[src/rtl/sd_spi_card_responder.sv]
// sd_spi_card_responder: SPI-mode SD card emulator used as an on-chip
// loopback target. Decodes 48-bit command frames, answers R1/R3/R7, and
// streams a single 512-byte block from an external synchronous byte RAM
// for CMD17. All SPI-side inputs are oversampled on clk (clk >= 6x spi_clk).
module sd_spi_card_responder #(
  parameter int          MEM_ADDR_WIDTH = 10,
  parameter int          NCR_BYTES      = 1,
  parameter int          NAC_BYTES      = 2,
  parameter int          INIT_RETRIES   = 2,
  parameter logic [31:0] OCR_VALUE      = 32'hC0FF8000
) (
  input  logic                      clk,
  input  logic                      reset_n,
  input  logic                      cs_n,
  input  logic                      spi_clk,
  input  logic                      sd_data_in,
  output logic                      sd_data_out,
  output logic [MEM_ADDR_WIDTH-1:0] mem_rd_addr,
  input  logic [7:0]                mem_rd_data,
  output logic                      cmd_strobe,
  output logic [5:0]                cmd_index,
  output logic [31:0]               cmd_arg,
  output logic                      card_idle
);

  localparam logic [2:0] S_IDLE   = 3'd0;
  localparam logic [2:0] S_RX_ARG = 3'd1;
  localparam logic [2:0] S_NCR    = 3'd2;
  localparam logic [2:0] S_RESP   = 3'd3;
  localparam logic [2:0] S_NAC    = 3'd4;
  localparam logic [2:0] S_DATA   = 3'd5;

  localparam logic [7:0] NCR_LAST = 8'(NCR_BYTES - 1);
  localparam logic [7:0] NAC_LAST = 8'(NAC_BYTES - 1);
  localparam logic [7:0] NAC_TOK  = 8'(NAC_BYTES);
  localparam logic [3:0] INIT_MAX = 4'(INIT_RETRIES);

  // synchronizers and edge detect
  logic [1:0] cs_s, sck_s, mosi_s;
  logic       sck_q;
  logic       cs_act, rise_evt, fall_evt;

  // framing
  logic [2:0] bit_cnt;
  logic [6:0] rx_sh;
  logic [7:0] rx_byte;
  logic       byte_done;

  // transmit path
  logic [7:0] tx_sh;
  logic [7:0] tx_next;
  logic       load_pend;
  logic       load_mem;

  // command FSM
  logic [2:0]  state;
  logic [7:0]  cnt;
  logic [9:0]  byte_idx;
  logic [5:0]  cmd_cur;
  logic [31:0] arg_sh;
  logic [39:0] resp_buf;
  logic [2:0]  resp_left;
  logic        send_data;
  logic        acmd_pending;
  logic [3:0]  init_cnt;

  // decode results
  logic [7:0]  dec_r1;
  logic [31:0] dec_ext;
  logic        dec_long, dec_data;
  logic        nxt_idle, nxt_acmd;
  logic [3:0]  nxt_init;

  // Two-flop synchronizers; cs resets deselected so nothing runs until it settles.
  always_ff @(posedge clk or negedge reset_n) begin
    if (!reset_n) begin
      cs_s   <= 2'b11;
      sck_s  <= 2'b00;
      mosi_s <= 2'b11;
      sck_q  <= 1'b0;
    end else begin
      cs_s   <= {cs_s[0], cs_n};
      sck_s  <= {sck_s[0], spi_clk};
      mosi_s <= {mosi_s[0], sd_data_in};
      sck_q  <= sck_s[1];
    end
  end

  assign cs_act    = ~cs_s[1];
  assign rise_evt  = cs_act &  sck_s[1] & ~sck_q;
  assign fall_evt  = cs_act & ~sck_s[1] &  sck_q;
  assign rx_byte   = {rx_sh, mosi_s[1]};
  assign byte_done = rise_evt & (bit_cnt == 3'd7);

  // Bit counter and MOSI shift register, realigned whenever cs drops.
  always_ff @(posedge clk or negedge reset_n) begin
    if (!reset_n) begin
      bit_cnt <= 3'd0;
      rx_sh   <= 7'd0;
    end else if (!cs_act) begin
      bit_cnt <= 3'd0;
    end else if (rise_evt) begin
      rx_sh   <= {rx_sh[5:0], mosi_s[1]};
      bit_cnt <= bit_cnt + 3'd1;
    end
  end

  // MISO shifter: the byte chosen at byte end loads on the next falling edge.
  always_ff @(posedge clk or negedge reset_n) begin
    if (!reset_n) begin
      tx_sh     <= 8'hFF;
      load_pend <= 1'b0;
    end else if (!cs_act) begin
      tx_sh     <= 8'hFF;
      load_pend <= 1'b0;
    end else begin
      if (byte_done) load_pend <= 1'b1;
      if (fall_evt) begin
        if (load_pend) begin
          tx_sh     <= load_mem ? mem_rd_data : tx_next;
          load_pend <= 1'b0;
        end else begin
          tx_sh <= {tx_sh[6:0], 1'b1};
        end
      end
    end
  end

  assign sd_data_out = cs_s[1] | tx_sh[7];

  // Command decode: response bytes and next card state for the frame in hand.
  always_comb begin
    dec_r1   = {5'b0, 1'b1, 1'b0, card_idle};
    dec_ext  = 32'h0;
    dec_long = 1'b0;
    dec_data = 1'b0;
    nxt_idle = card_idle;
    nxt_init = init_cnt;
    nxt_acmd = 1'b0;
    case (cmd_cur)
      6'd0: begin
        nxt_idle = 1'b1;
        nxt_init = 4'd0;
        dec_r1   = 8'h01;
      end
      6'd8: begin
        dec_r1   = {7'b0, card_idle};
        dec_ext  = {16'h0, 4'h0, arg_sh[11:0]};
        dec_long = 1'b1;
      end
      6'd55: begin
        dec_r1   = {7'b0, card_idle};
        nxt_acmd = 1'b1;
      end
      6'd41: begin
        if (acmd_pending) begin
          if (init_cnt < INIT_MAX) begin
            nxt_init = init_cnt + 4'd1;
            dec_r1   = 8'h01;
          end else begin
            nxt_idle = 1'b0;
            dec_r1   = 8'h00;
          end
        end
      end
      6'd58: begin
        dec_r1   = {7'b0, card_idle};
        dec_ext  = OCR_VALUE;
        dec_long = 1'b1;
      end
      6'd17: begin
        if (card_idle) begin
          dec_r1 = 8'h05;
        end else begin
          dec_r1   = 8'h00;
          dec_data = 1'b1;
        end
      end
      default: ;
    endcase
  end

  // Byte-level FSM: at each byte end, pick the byte for the next slot.
  always_ff @(posedge clk or negedge reset_n) begin
    if (!reset_n) begin
      state        <= S_IDLE;
      cnt          <= 8'd0;
      byte_idx     <= 10'd0;
      cmd_cur      <= 6'd0;
      arg_sh       <= 32'd0;
      resp_buf     <= 40'd0;
      resp_left    <= 3'd0;
      send_data    <= 1'b0;
      tx_next      <= 8'hFF;
      load_mem     <= 1'b0;
      mem_rd_addr  <= '0;
      cmd_strobe   <= 1'b0;
      cmd_index    <= 6'd0;
      cmd_arg      <= 32'd0;
      card_idle    <= 1'b1;
      acmd_pending <= 1'b0;
      init_cnt     <= 4'd0;
    end else begin
      cmd_strobe <= 1'b0;
      if (!cs_act) begin
        state    <= S_IDLE;
        tx_next  <= 8'hFF;
        load_mem <= 1'b0;
      end else if (byte_done) begin
        tx_next  <= 8'hFF;
        load_mem <= 1'b0;
        case (state)
          S_IDLE: begin
            if (rx_byte[7:6] == 2'b01) begin
              cmd_cur <= rx_byte[5:0];
              cnt     <= 8'd0;
              state   <= S_RX_ARG;
            end
          end
          S_RX_ARG: begin
            if (cnt == 8'd4) begin
              // CRC byte just ended: commit the command
              cmd_strobe   <= 1'b1;
              cmd_index    <= cmd_cur;
              cmd_arg      <= arg_sh;
              card_idle    <= nxt_idle;
              init_cnt     <= nxt_init;
              acmd_pending <= nxt_acmd;
              resp_buf     <= {dec_r1, dec_ext};
              resp_left    <= dec_long ? 3'd4 : 3'd0;
              send_data    <= dec_data;
              cnt          <= 8'd0;
              state        <= S_NCR;
            end else begin
              arg_sh <= {arg_sh[23:0], rx_byte};
              cnt    <= cnt + 8'd1;
            end
          end
          S_NCR: begin
            if (cnt == NCR_LAST) begin
              tx_next  <= resp_buf[39:32];
              resp_buf <= {resp_buf[31:0], 8'h00};
              state    <= S_RESP;
            end else begin
              cnt <= cnt + 8'd1;
            end
          end
          S_RESP: begin
            if (resp_left != 3'd0) begin
              tx_next   <= resp_buf[39:32];
              resp_buf  <= {resp_buf[31:0], 8'h00};
              resp_left <= resp_left - 3'd1;
            end else if (send_data) begin
              cnt   <= 8'd0;
              state <= S_NAC;
            end else begin
              state <= S_IDLE;
            end
          end
          S_NAC: begin
            if (cnt == NAC_TOK) begin
              // token slot ended: first data byte comes from RAM
              byte_idx    <= 10'd0;
              mem_rd_addr <= {cmd_arg[MEM_ADDR_WIDTH-10:0], 9'd0};
              load_mem    <= 1'b1;
              state       <= S_DATA;
            end else begin
              if (cnt == NAC_LAST) tx_next <= 8'hFE;
              cnt <= cnt + 8'd1;
            end
          end
          S_DATA: begin
            // indices 0..511 are data slots, 512..513 the dummy CRC
            if (byte_idx < 10'd511) begin
              byte_idx    <= byte_idx + 10'd1;
              mem_rd_addr <= {cmd_arg[MEM_ADDR_WIDTH-10:0], byte_idx[8:0] + 9'd1};
              load_mem    <= 1'b1;
            end else if (byte_idx == 10'd513) begin
              state <= S_IDLE;
            end else begin
              byte_idx <= byte_idx + 10'd1;
            end
          end
          default: state <= S_IDLE;
        endcase
      end
    end
  end

endmodule

[config.mk]
export PLATFORM = sky130hd
export DESIGN_NAME = sd_spi_card_responder
export DESIGN_NICKNAME = d
export VERILOG_FILES = /design/src/rtl/sd_spi_card_responder.sv
export SDC_FILE = /design/constraint.sdc
export NUM_CORES = 1
export LEC_CHECK = 0
export CAP_MARGIN = 10
export CORE_ASPECT_RATIO = 1.2
export CORE_MARGIN = 2
export CORE_UTILIZATION = 50
export CTS_BUF_LIST = sky130_fd_sc_hd__clkbuf_4
export DETAILED_ROUTE_END_ITERATION = 16
export GPL_TIMING_DRIVEN = 0
export PLACE_DENSITY = 0.72
export SYNTH_ARGS = -nofsm -noshare
export SYNTH_HDL_FRONTEND = slang
export SYNTH_SLANG_ARGS = --single-unit
[constraint.sdc]
create_clock -name clk -period 1.75 [get_ports clk]
set_input_delay 0.2625 -clock clk [delete_from_list [all_inputs] [get_ports clk]]
set_output_delay 0.2625 -clock clk [all_outputs]
set_load 0.03 [all_outputs]
Yosys cells after proc, flatten, opt, wreduce, memory -nomap -nowiden
Index checks and enable logic that the tools add are counted.
Widths: inputs -> output; s select.
{"block": "op_classes", "add_sub_neg": 6, "order_cmp": 2, "n_eq_ne": 37, "mux": 74, "n_bitwise": 10, "n_reduce_logical": 26}
{"cell": "$mux 40", "count": 3}
{"cell": "$pmux 40 s3", "count": 1}
{"cell": "$mux 8", "count": 14}
{"cell": "$pmux 32 s2", "count": 1}
{"cell": "$mux 3", "count": 17}
{"cell": "$mux 10", "count": 5}
{"cell": "$pmux 10 s2", "count": 2}
{"cell": "$pmux 8 s5", "count": 1}
{"cell": "$ne 2x2->1 const B", "count": 13}
{"cell": "$ne 3x3->1 const B", "count": 8}
{"cell": "$pmux 8 s3", "count": 1}
{"cell": "$mux 1", "count": 21}
{"cell": "$eq 6x6->1 const B", "count": 3}
{"cell": "$pmux 3 s6", "count": 1}
{"cell": "$reduce_and 8->1", "count": 2}
{"cell": "$reduce_and 5->1", "count": 3}
{"cell": "$reduce_and 7->1", "count": 2}
{"cell": "$pmux 3 s4", "count": 1}
{"cell": "$reduce_and 4->1", "count": 3}
{"cell": "$reduce_bool 2->1", "count": 6}
{"cell": "$add 10x1->10 const B", "count": 1}
{"cell": "$eq 10x10->1 const B", "count": 1}
{"cell": "$lt 10x9->1 const B", "count": 1}
{"cell": "$add 9x1->9 const B", "count": 1}
{"cell": "30 further kinds", "count": 43}
{"block": "word_totals", "ff_bits": 193, "output_inout_bits": 51, "wordCells": 180}

Logic depth before layout (Yosys ltp)
Gate-level depths: netlist (run 1).
{"block": "logic_depth", "depth_word": 8, "mapped_depth": 9, "ltp_nobuf": 7}

Worst setup path before layout (run 1)
OpenSTA, ideal clock, no wires.
{"block": "synth_path", "path_type": "register -> register", "from": "register cnt[0]", "to": "register acmd_pending", "t_arrival_ps": 1807, "t_required_ps": 1625, "path_slack_ps": -182, "path_stages_with_launch": 10, "period_less_slack_ps": 1932, "cell_sequence": "dfrtp_1 -> inv_1 -> ha_1 -> and4bb_2 -> nand2_1 -> or4_1 -> buf_2 -> buf_6 -> nand2_1 -> o21ai_1"}
{"block": "synth_between", "elab_chain_cells": 2}
{"element": "start, declared", "line": "57", "text": "logic [7:0] cnt;"}
{"element": "start signal, assigned", "line": "236", "text": "cnt <= cnt + 8'd1;"}
{"element": "start signal, assigned", "line": "245", "text": "cnt <= cnt + 8'd1;"}
{"element": "start signal, assigned", "line": "269", "text": "cnt <= cnt + 8'd1;"}
{"element": "$eq 8x3->1", "line": "221", "text": "if (cnt == 8'd4) begin"}
{"element": "$reduce_and 4->1 (no source line)"}
{"element": "end signal, assigned", "line": "228", "text": "acmd_pending <= nxt_acmd;"}
{"element": "end, declared", "line": "64", "text": "logic acmd_pending;"}
No other way between the ends.
A chain may end at the register's enable or synchronous reset.

Worst setup path in the final report (run 1)
{"block": "layout_path", "from": "register byte_idx[8]", "to": "register state[0]"}
{"block": "layout_between", "elab_chain_cells": 3, "word_cells_on_any_way": 5, "classes_between": "1 x order compare; 3 x eq/ne; 1 x reduce/logical"}
{"element": "start, declared", "line": "58", "text": "logic [9:0] byte_idx;"}
{"element": "start signal, assigned", "line": "275", "text": "byte_idx <= byte_idx + 10'd1;"}
{"element": "start signal, assigned", "line": "281", "text": "byte_idx <= byte_idx + 10'd1;"}
{"element": "$lt 10x9->1 / $eq 10x10->1 (equally long branches)", "line": "274, 278"}
{"element": "$ne 3x3->1 (no source line)"}
{"element": "$reduce_and 8->1 (no source line) (*)"}
{"element": "end signal, assigned", "line": "266", "text": "state <= S_DATA;"}
{"element": "end signal, assigned", "line": "279", "text": "state <= S_IDLE;"}
{"element": "end signal, assigned", "line": "284", "text": "default: state <= S_IDLE;"}
{"element": "end, declared", "line": "56", "text": "logic [2:0] state;"}
Mark *: on every way between the ends. The rest lies on a longest branch, timed or not.

==> results of run 1 <==
-- sequential cells by signal, indices dropped and copies added, names as in the netlist, 4 cells and up --
signal and count:
arg_sh 32, byte_idx 10, cmd_arg 32, cmd_cur 6, cmd_index 6, cnt 8, init_cnt 4, mem_rd_addr 10
resp_buf 40, rx_sh 7, tx_next 8, tx_sh 8
-- logic make-up (layout without fill, tap and decap cells) --
logic type	Yosys count	after routing	synth area share
compound gates	167	168	0.125
mux	58	58	0.0735
flops	193	193	0.558
other cells	0	1	0
buf+inv	61	230	0.0369
simple gates	328	329	0.182
xor+xnor	9	9	0.00905
fa+ha+maj	11	11	0.0158
-- worst reg2reg max path, delay by kind of cell, from the launching register on --
kind / cells / cell delay (ns)
AND/OR/NAND/NOR: 2 / 0.60
buffers and inverters: 2 / 0.41
multiplexers: 1 / 0.34
AO/OA/AOI/OAI: 1 / 0.20
flip-flops: 1 / 0.40
-- what timing repair did --
item                                    in CTS  in global routing
endpoints found under the setup margin     218                174
hold endpoints to repair                    72                  0
hold buffers                                 1                  0
gates cloned                                 6                 10
buffers inserted                            50                 16
resized for setup                          223                150
pin swaps                                   36                 46
-- cell type report --
class,instances,area (µm²)
Multi-Input combinational cell,575,4350
Clock inverter,15,134
Tap cell,216,270
Inverter,10,37.5
Fill cell,1210,5190
Sequential cell,193,4860
Clock buffer,17,128
Timing Repair Buffer,143,1520
Buffer,45,490
Antenna cell,1,2.50
-- metrics by stage --
step | utilization | std cells
after floorplan | - | 827
after global placement | 0.575 | 1106
after detailed placement | 0.577 | 1107
after CTS | 0.653 | 1193
after global routing | 0.694 | 1215
final | 0.694 | 1215
-- per-layer routing --
layer  up-vias  GRT usage  share of wire
met4         0     0.0972          0.029
met5         -          0              0
met1      3460      0.289           0.41
met3        56     0.0396          0.033
met2       168      0.387           0.52
li1       3200          -              -
-- Yosys cell counts, types with 5 or more instances --
cell	n
nand3_1	10
dfstp_2	21
nand3b_1	5
clkbuf_1	27
a211oi_1	8
mux2i_1	11
a211o_1	13
nor2b_1	7
a21oi_1	23
buf_6	10
ha_1	11
nand2b_1	15
xor2_1	5
o31ai_1	14
dfrtp_1	172
o22a_1	8
o21ai_0	64
nor3_1	5
buf_2	11
inv_1	10
mux2_2	44
nor2_1	27
nand2_1	211
and3_1	5
-- worst paths after layout --
check / start / cells past startpoint / endpoint / slack [ns]
setup / recovery: byte_idx[8] / 6 / state[0] / -0.29
hold / removal: cs_n / 1 / cs_s[0] / 0.05
setup reg to reg: byte_idx[8] / 6 / state[0] / -0.29
hold reg to reg: mosi_s[0] / 0 / mosi_s[1] / 0.37
max in group asynchronous: reset_n / 3 / cmd_cur[3] / 0.58
min in group asynchronous: reset_n / 2 / mem_rd_addr[5] / 0.18
-- power by group --
part / internal, mW / switching [mW]
Sequential: 4.56 / 0.0860
Combinational: 0.187 / 0.264
Clock: 0.720 / 1.59
Total: 5.47 / 1.94
==> metrics, run 1 <==
outcome finished, violations left; failing checks negative setup slack; area leader, netlist dfrtp_1; worst path buffer plus inverter count 2; DP Wirelength 12.7 mm; Area contributors post-synth dfrtp_1 49%, nand2_1 9.1%, dfstp_2 6.3%; Placed Area 9800 µm²; Worst-path clk slew 0.16 ns; Worst-Margin Slew 0.615 ns; Clock Tree Buf Depth 2; Area growth, synth to finish 35.4%; most common cell after layout, fill and taps aside dfrtp_1; vias in the first global route 6,664; Slowest-stage cell, CP dfrtp_1; Max FO, Critical Path 7; Sink Count 193; crit start category flip-flop; Initial Utilization 0.513; Via density 5.67; delay-heaviest family, CP simple AND/OR/NAND/NOR gates; fin crit share 1.17; post-synthesis cell area 8700 µm²; CTS buffer count 17; sequential area share after synthesis 0.558; IO Count 64; Final Skew 0.0187 ns; Post-Syn Nets 851; DRC 0; Cell Pwr Density 628 nW/µm²; CP peak stage delay 0.40 ns; Max IR drop VDD 449 µV; Power Total 7.40 mW; commonest cells after routing, fill and taps aside 166 x dfrtp_1, 161 x nand2_1, 44 x o21ai_1, 43 x buf_4, 43 x dlygate4sd2_1; final setup TNS -31.37 ns; worst slack at placement -0.595 ns; minimum clock period 2.04 ns; core area 17,000 µm²; fmax 489 MHz; share of the synthesized area in the top cell type 0.494; CP required 2.24 ns; max-slew violation count 0; Post-synth EDFFs 0; Layout Nets 1,009; CP endpoint kind flip-flop; WHS 0.0528 ns; unique cell type count in the Yosys netlist 71; drt wl/cell 18.5 µm; layout cells sized above 1 0.365; Routed Antenna Nets 0; mean post-synth cell area 10.5 µm²; drt first-iter violations 491; Gate Count Post-Synth 827; Max Cap Viol 0; worst-path cell chain buf_1 > nor4_4 > a31oi_4 > buf_12 > nor4_4 > mux2_4; 1st-pass router iterations 4; CTS tree built; Tot GR Track Use 0.228; H-tree Lvls 4; Slew headroom 0.590; largest net degree at the start of global routing 122; Min-Delay Path Class input pin to flip-flop; unrepaired setup endpoints after global routing true; total wire length 22.5 mm; Post-synth top flop dfrtp_1; Leak Pwr 5.46 nW; die height 149 µm; # rows 52; WS Path Type flip-flop to flip-flop; RD Place Congestion 0.824; Die W 124 µm; endpoints failing hold 0; Most Frequent Cell on Critical Path nor4_4; yosys warns 0; FFs w/ async S/R, synth 1.00; latest clock arrival within the worst-skew pair 0.60 ns; synthesized flop and latch total 193; Worst Path Arrival 2.54 ns; slack of the critical path -0.294 ns; Clock Root Buffer clkbuf_4; area of the die 18,500 µm²; Final Cell Area 11,800 µm²; I/O Buffers 63; final setup fails 159; total global routing overflow 0; DR vias 6,884; initial antenna violation count 1; first-pass GRT wire length 34.0 mm
(Power assumes the default switching activity.)
==> run 2: changes to the inputs <==
CTS_BUF_LIST = sky130_fd_sc_hd__clkbuf_8 sky130_fd_sc_hd__clkbuf_16   (was sky130_fd_sc_hd__clkbuf_4)
PLACE_DENSITY = 0.7   (was 0.72)
clock period = 2.6 ns   (was 1.75 ns; I/O delays follow)
==> run 2 against run 1 <==
The run ends with negative hold slack left. Routed wire length shrank 19%. Hold slack lost 0.096 ns. Flip-flop and latch count is the same. Sequential share of layout area grew 6.2 points. Register-to-register slack gained 0.53 ns. Via count shrank 8.6%. Combinational power shrank 52%. Critical path type unchanged. Critical endpoint is now load_mem. Largest cell class unchanged.
==> metrics, run 2 (synthesis gave the netlist of run 1 again) <==
commonest cells after routing, fill and taps aside 211 x nand2_1, 172 x dfrtp_1, 64 x o21ai_0, 62 x clkdlybuf4s50_1, 44 x mux2_2; total global routing overflow 0 (unchanged); die height 149 µm (unchanged); fillers 1,417 (+17%); initial antenna violation count 0 (-1); latest clock arrival within the worst-skew pair 0.44 ns (-0.16 ns); Cell Pwr Density 583 nW/µm² (-7.2%); drt first-iter violations 397 (-19%); IO Count 64 (unchanged); total wire length 18.3 mm (-19%); Net Sw Frac 0.241 (-0.0201); unrepaired setup endpoints after global routing false; Clock Root Buffer clkbuf_16; Tot GR Track Use 0.210 (-0.0178); Reg-to-Reg End load_mem; CTS tree built; # diodes 0 (-1); H-tree Lvls 4 (unchanged); fin crit share 0.909 (-0.259); Area growth, synth to finish 17.5%; area of the multi-input gates 3530 µm² (-19%); Initial Utilization 0.513 (unchanged); CP peak stage delay 0.47 ns (+0.07 ns); Routed Antenna Nets 0 (unchanged); endpoints failing hold 17 (+17); failing checks negative hold slack; Reg2Reg Depth 8 (+2); first-pass GRT wire length 31.3 mm (-7.8%); final setup fails 0 (-100%); DRC 0 (unchanged); WHS -0.0437 ns (-0.0965 ns); max reg flops 40 (unchanged); Worst-Margin Slew 0.867 ns (+0.252 ns); crit start category flip-flop; most common cell after layout, fill and taps aside nand2_1; core area 17,000 µm² (unchanged); worst path buffer plus inverter count 3 (+1); Via density 5.53 (-2.5%); Sequential Power Share 0.525 (-0.103); Worst-path clk slew 0.07 ns (-0.09 ns); Die W 124 µm (unchanged); Slowest-stage cell, CP o21ai_2; Sink Count 193 (unchanged); drt wl/cell 16.0 µm (-13%); layout cells sized above 1 0.156 (-0.209); Final Skew 0.0145 ns (-0.00426 ns); Layout Cells excl Fill 1,138 (-6.3%); max-slew violation count 0 (unchanged); DP Wirelength 12.5 mm (-1.2%); largest net degree at the start of global routing 113 (-7.4%); fmax 423 MHz (-14%); Max IR drop VDD 481 µV (+7.1%); CP Depth 8 (+2); minimum clock period 2.36 ns (+0.319 ns); Leak Pwr 4.60 nW (-16%); Min-Delay Path Class input pin to asynchronous set/reset pin; Placed Area 9640 µm² (-1.7%); CP endpoint kind flip-flop; area of the die 18,500 µm² (unchanged); Clock Tree Buf Depth 2 (unchanged); Reg area 4860 µm² (-0.15%); Top Registers resp_buf (40), arg_sh (32), cmd_arg (32); # rows 52 (unchanged); Worst Path Arrival 2.67 ns (+0.13 ns); CTS buffer count 17 (unchanged); Layout Nets 933 (-7.5%); Placed Cells incl. Taps 1,107 (unchanged); outcome finished, violations left; delay-heaviest family, CP buffers and inverters; Worst R2R Start cnt[0]; DR vias 6,289 (-8.6%); WS Path Type flip-flop to flip-flop; worst-path cell chain inv_1 > ha_1 > nor4bb_1 > and3_1 > clkbuf_1 > o21ai_2 > clkbuf_2 > o21ai_0; RD Place Congestion 0.868 (+5.4%); Top reg by flops resp_buf; Final Cell Area 10,200 µm² (-13%); Max Cap Viol 0 (unchanged); I/O Buffers 63 (unchanged); CP required 2.90 ns (+0.66 ns); Comb power frac 0.037 (-0.024); R2R Setup Slk 0.24 ns (+0.53 ns); Max FO, Critical Path 10 (+3); Clock power frac 0.439 (+0.128); vias in the first global route 6,229 (-6.5%); Slew headroom 0.417 (-0.173); Psw 1.44 mW (-26%); Pint 4.52 mW (-17%); 1st-pass router iterations 5 (+1)
[run 2: worst max path at each step]
stage | end | slack [ns] | startpoint
floorplan | acmd_pending | 0.67 | cnt[0]
global placement | cmd_arg[11] | -6.85 | reset_n
detailed placement | load_mem | 0.04 | cnt[0]
CTS | load_mem | 0.007 | cnt[0]
global route | resp_buf[5] | 0.04 | cnt[0]
finish | load_mem | 0.24 | cnt[0]
[run 2: per-stage QoR]
| stage | total power, mW | TNS [ns] | setup WS, ns | hold WS [ns] | util |
|---|---|---|---|---|---|
| 2_1_floorplan | 3.27 | 0 | 0.668 | 0.0944 | - |
| 3_3_place_gp | 3.40 | -1267.52 | -6.85 | 0.339 | 0.566 |
| 3_5_place_dp | 3.40 | 0 | 0.0449 | 0.341 | 0.568 |
| 4_1_cts | 6.03 | 0 | 0.00718 | 0.0447 | 0.602 |
| 5_1_grt | 6.17 | 0 | 0.0385 | 0.0595 | 0.602 |
| 6_report | 5.96 | 0 | 0.237 | -0.0437 | 0.602 |
[run 2: final cells by class]
| class | count | area share |
|---|---|---|
| multi-input combinational | 573 | 0.345 |
| tap | 216 | 0.0264 |
| clock inverter | 15 | 0.0165 |
| clock buffer | 17 | 0.0416 |
| inverter | 10 | 0.00367 |
| timing repair buffer | 64 | 0.0648 |
| sequential | 193 | 0.475 |
| buffer | 50 | 0.0275 |
[run 2: worst register-to-register path, stage by stage, from the launching register on]
cell and delay [ns]:
dfrtp_1 0.43, inv_1 0.10, ha_1 0.24, nor4bb_1 0.13
and3_1 0.18, clkbuf_1 0.17, o21ai_2 0.47, clkbuf_2 0.36
o21ai_0 0.13
[run 2: power by group through the flow]
stage / Sequential [mW] / Combinational, mW / Clock (mW)
final: 3.13 / 0.218 / 2.62
after global routing: 3.14 / 0.245 / 2.79
after CTS: 3.13 / 0.224 / 2.68
after detailed placement: 3.18 / 0.225 / 0
after global placement: 3.18 / 0.216 / 0
after floorplan: 3.16 / 0.116 / 0
[run 2: what timing repair did]
item,CTS,global route
setup endpoints to repair,1,10
hold buffers,0,0
hold endpoints to repair,0,0
buffers inserted,0,0
gates resized for setup,0,2
[run 2: per-layer routing]
layer,GRT usage,up-vias,share of wire
met3,0.0435,32,0.032
met2,0.358,122,0.51
met1,0.270,3096,0.44
li1,-,3039,-
met4,0.0691,0,0.022
met5,0,-,0
==> run 3: changes to the inputs <==
CORE_UTILIZATION = 51   (was 50)
PLACE_DENSITY = 0.71   (was 0.7)
==> run 3 against run 2 <==
Combinational power up 2%. Flip-flop and latch count unchanged. The flow now finishes without violations. Global-route usage up 0.29 points. Largest power group unchanged. Fmax up 1.0%. Critical path depth down 6. Clock skew down 0.0020 ns. Worst setup slack better by 0.024 ns. Register-to-register slack better by 0.03 ns. Clock power up 3%.
==> metrics, run 3 (synthesis gave the netlist of run 1 again) <==
outcome finished clean; crit start category flip-flop; unrepaired setup endpoints after global routing false; Tot GR Track Use 0.213 (+0.00287); Min-Delay Path Class flip-flop to flip-flop; area of the die 18,100 µm² (-1.9%); vias in the first global route 6,111 (-1.9%); # diodes 0 (unchanged); latest clock arrival within the worst-skew pair 0.43 ns (about the same); most common cell after layout, fill and taps aside nand2_1; drt wl/cell 15.9 µm (-1.1%); RD Place Congestion 0.820 (-5.5%); max-slew violation count 0 (unchanged); DRC 0 (unchanged); Final Skew 0.0125 ns (-0.00201 ns); Sink Count 193 (unchanged); initial antenna violation count 0 (unchanged); CP endpoint kind output port; Routed Antenna Nets 0 (unchanged); CTS buffer count 17 (unchanged); WS Path Type flip-flop to output port; DR vias 6,200 (-1.4%); first-pass GRT wire length 30.4 mm (-2.9%); fmax 427 MHz (+1.0%); DP Wirelength 12.5 mm (+0.14%); Max Cap Viol 0 (unchanged); Final Cell Area 10,300 µm² (+0.26%); Max IR drop VDD 432 µV (-10%); final setup fails 0 (unchanged); Worst-path clk slew 0.07 ns (about the same); H-tree Lvls 4 (unchanged); Clock Root Buffer clkbuf_16; Worst Path Arrival 1.95 ns (-0.72 ns); Layout Nets 934 (+0.11%); Layout Cells excl Fill 1,139 (+0.088%); 1st-pass router iterations 4 (-1); Placed Area 9640 µm² (unchanged); total wire length 18.1 mm (-1.0%); Initial Utilization 0.519 (+0.00596); Leak Pwr 4.61 nW (+0.35%); I/O Buffers 63 (unchanged); minimum clock period 2.34 ns (-0.0237 ns); max reg flops 40 (unchanged); CTS tree built; largest net degree at the start of global routing 119 (+5.3%); Top Registers resp_buf (40), arg_sh (32), cmd_arg (32); Max FO, Critical Path 11 (+1); Slew headroom 0.376 (-0.0411); IO Count 64 (unchanged); Die W 123 µm (-0.95%); Clock Tree Buf Depth 2 (unchanged); total global routing overflow 0 (unchanged); commonest cells after routing, fill and taps aside 211 x nand2_1, 172 x dfrtp_1, 64 x o21ai_0, 62 x clkdlybuf4s50_1, 44 x mux2_2; core area 16,800 µm² (-1.1%); Placed Cells incl. Taps 1,107 (unchanged); Worst-Margin Slew 0.932 ns (+0.0653 ns); Post-CTS Setup Inserts 0 (unchanged); Top reg by flops resp_buf; Area growth, synth to finish 17.8%; CP required 2.21 ns (-0.69 ns); die height 147 µm (-0.96%); Cell Pwr Density 590 nW/µm² (+1.3%); Via density 5.44 (-1.5%); # rows 52 (unchanged); layout cells sized above 1 0.155 (-0.00125); drt first-iter violations 353 (-11%); endpoints failing hold 0 (-17); fin crit share 0.900 (-0.00913)
## run 3: changes by cell type in the layout (fill, tap and decap cells not counted), sizes merged
cell	before	now
bufinv	1	3
clkbuf	43	44
clkinv	6	3
clkinvlp	0	1
dlygate4sd3	0	1
inv	18	17
## run 3: where the power goes
part / total, mW / switching, mW / internal, mW
Clock: 2.70 / 1.15 / 1.55
Sequential: 3.13 / 0.0575 / 3.07
Combinational: 0.223 / 0.138 / 0.0852
Total: 6.05 / 1.35 / 4.71
## run 3: worst max-delay path, stage by stage, from the launching register on
cell and delay (ns):
dfstp_2 0.70, or2_2 0.17, clkdlybuf4s50_1 0.66
## run 3: metal layers
metal	part of all wire	track usage	wire, µm	vias up
met1	0.45	0.286	8170	3067
met3	0.028	0.0373	503	14
met5	0	0	0	-
li1	-	-	-	3032
met2	0.51	0.353	9220	87
met4	0.011	0.0619	191	0
## run 3: layout make-up
| class | instances | area [µm²] |
|---|---|---|
| fillers | 1420 | 6530 |
| flip-flops and latches | 193 | 4860 |
| multi-input cells | 573 | 3530 |
| repair buffers | 65 | 673 |
| clock buffers | 18 | 439 |
| plain buffers | 50 | 282 |
| well taps | 216 | 270 |
| clock inverters | 14 | 171 |
| inverters | 10 | 37.5 |
## run 3: per-stage QoR
| stage | power, mW | setup slack, ns | hold WS, ns | utilization | TNS [ns] |
|---|---|---|---|---|---|
| floorplan | 3.27 | 0.668 | 0.0944 | - | 0 |
| global placement | 3.40 | -6.83 | 0.340 | 0.572 | -1264.31 |
| detailed placement | 3.41 | 0.135 | 0.342 | 0.574 | 0 |
| CTS | 6.12 | 0.0919 | 0.357 | 0.611 | 0 |
| global route | 6.26 | 0.0529 | 0.361 | 0.611 | 0 |
| finish | 6.05 | 0.260 | 0.357 | 0.611 | 0 |
## run 3: what timing repair did
item / 4_1_cts / 5_1_grt
pin swaps: 0 / 1
endpoints found under the hold margin: 72 / 0
hold buffers: 1 / 0
setup endpoints to repair: 1 / 12
gates resized for setup: 0 / 2
cloned: 0 / 0
## run 3: path summary, 6_finish.rpt
kind                       depth (start not counted)      start             end  slack (ns)
max reg2reg                                        8     cnt[0]     resp_buf[7]        0.27
max                                                2    cs_s[1]     sd_data_out        0.26
min                                                0  mosi_s[0]       mosi_s[1]        0.36
min reg2reg                                        0  mosi_s[0]       mosi_s[1]        0.36
max in group asynchronous                          3    reset_n    resp_buf[24]        1.10
min in group asynchronous                          2    reset_n  mem_rd_addr[6]        0.50
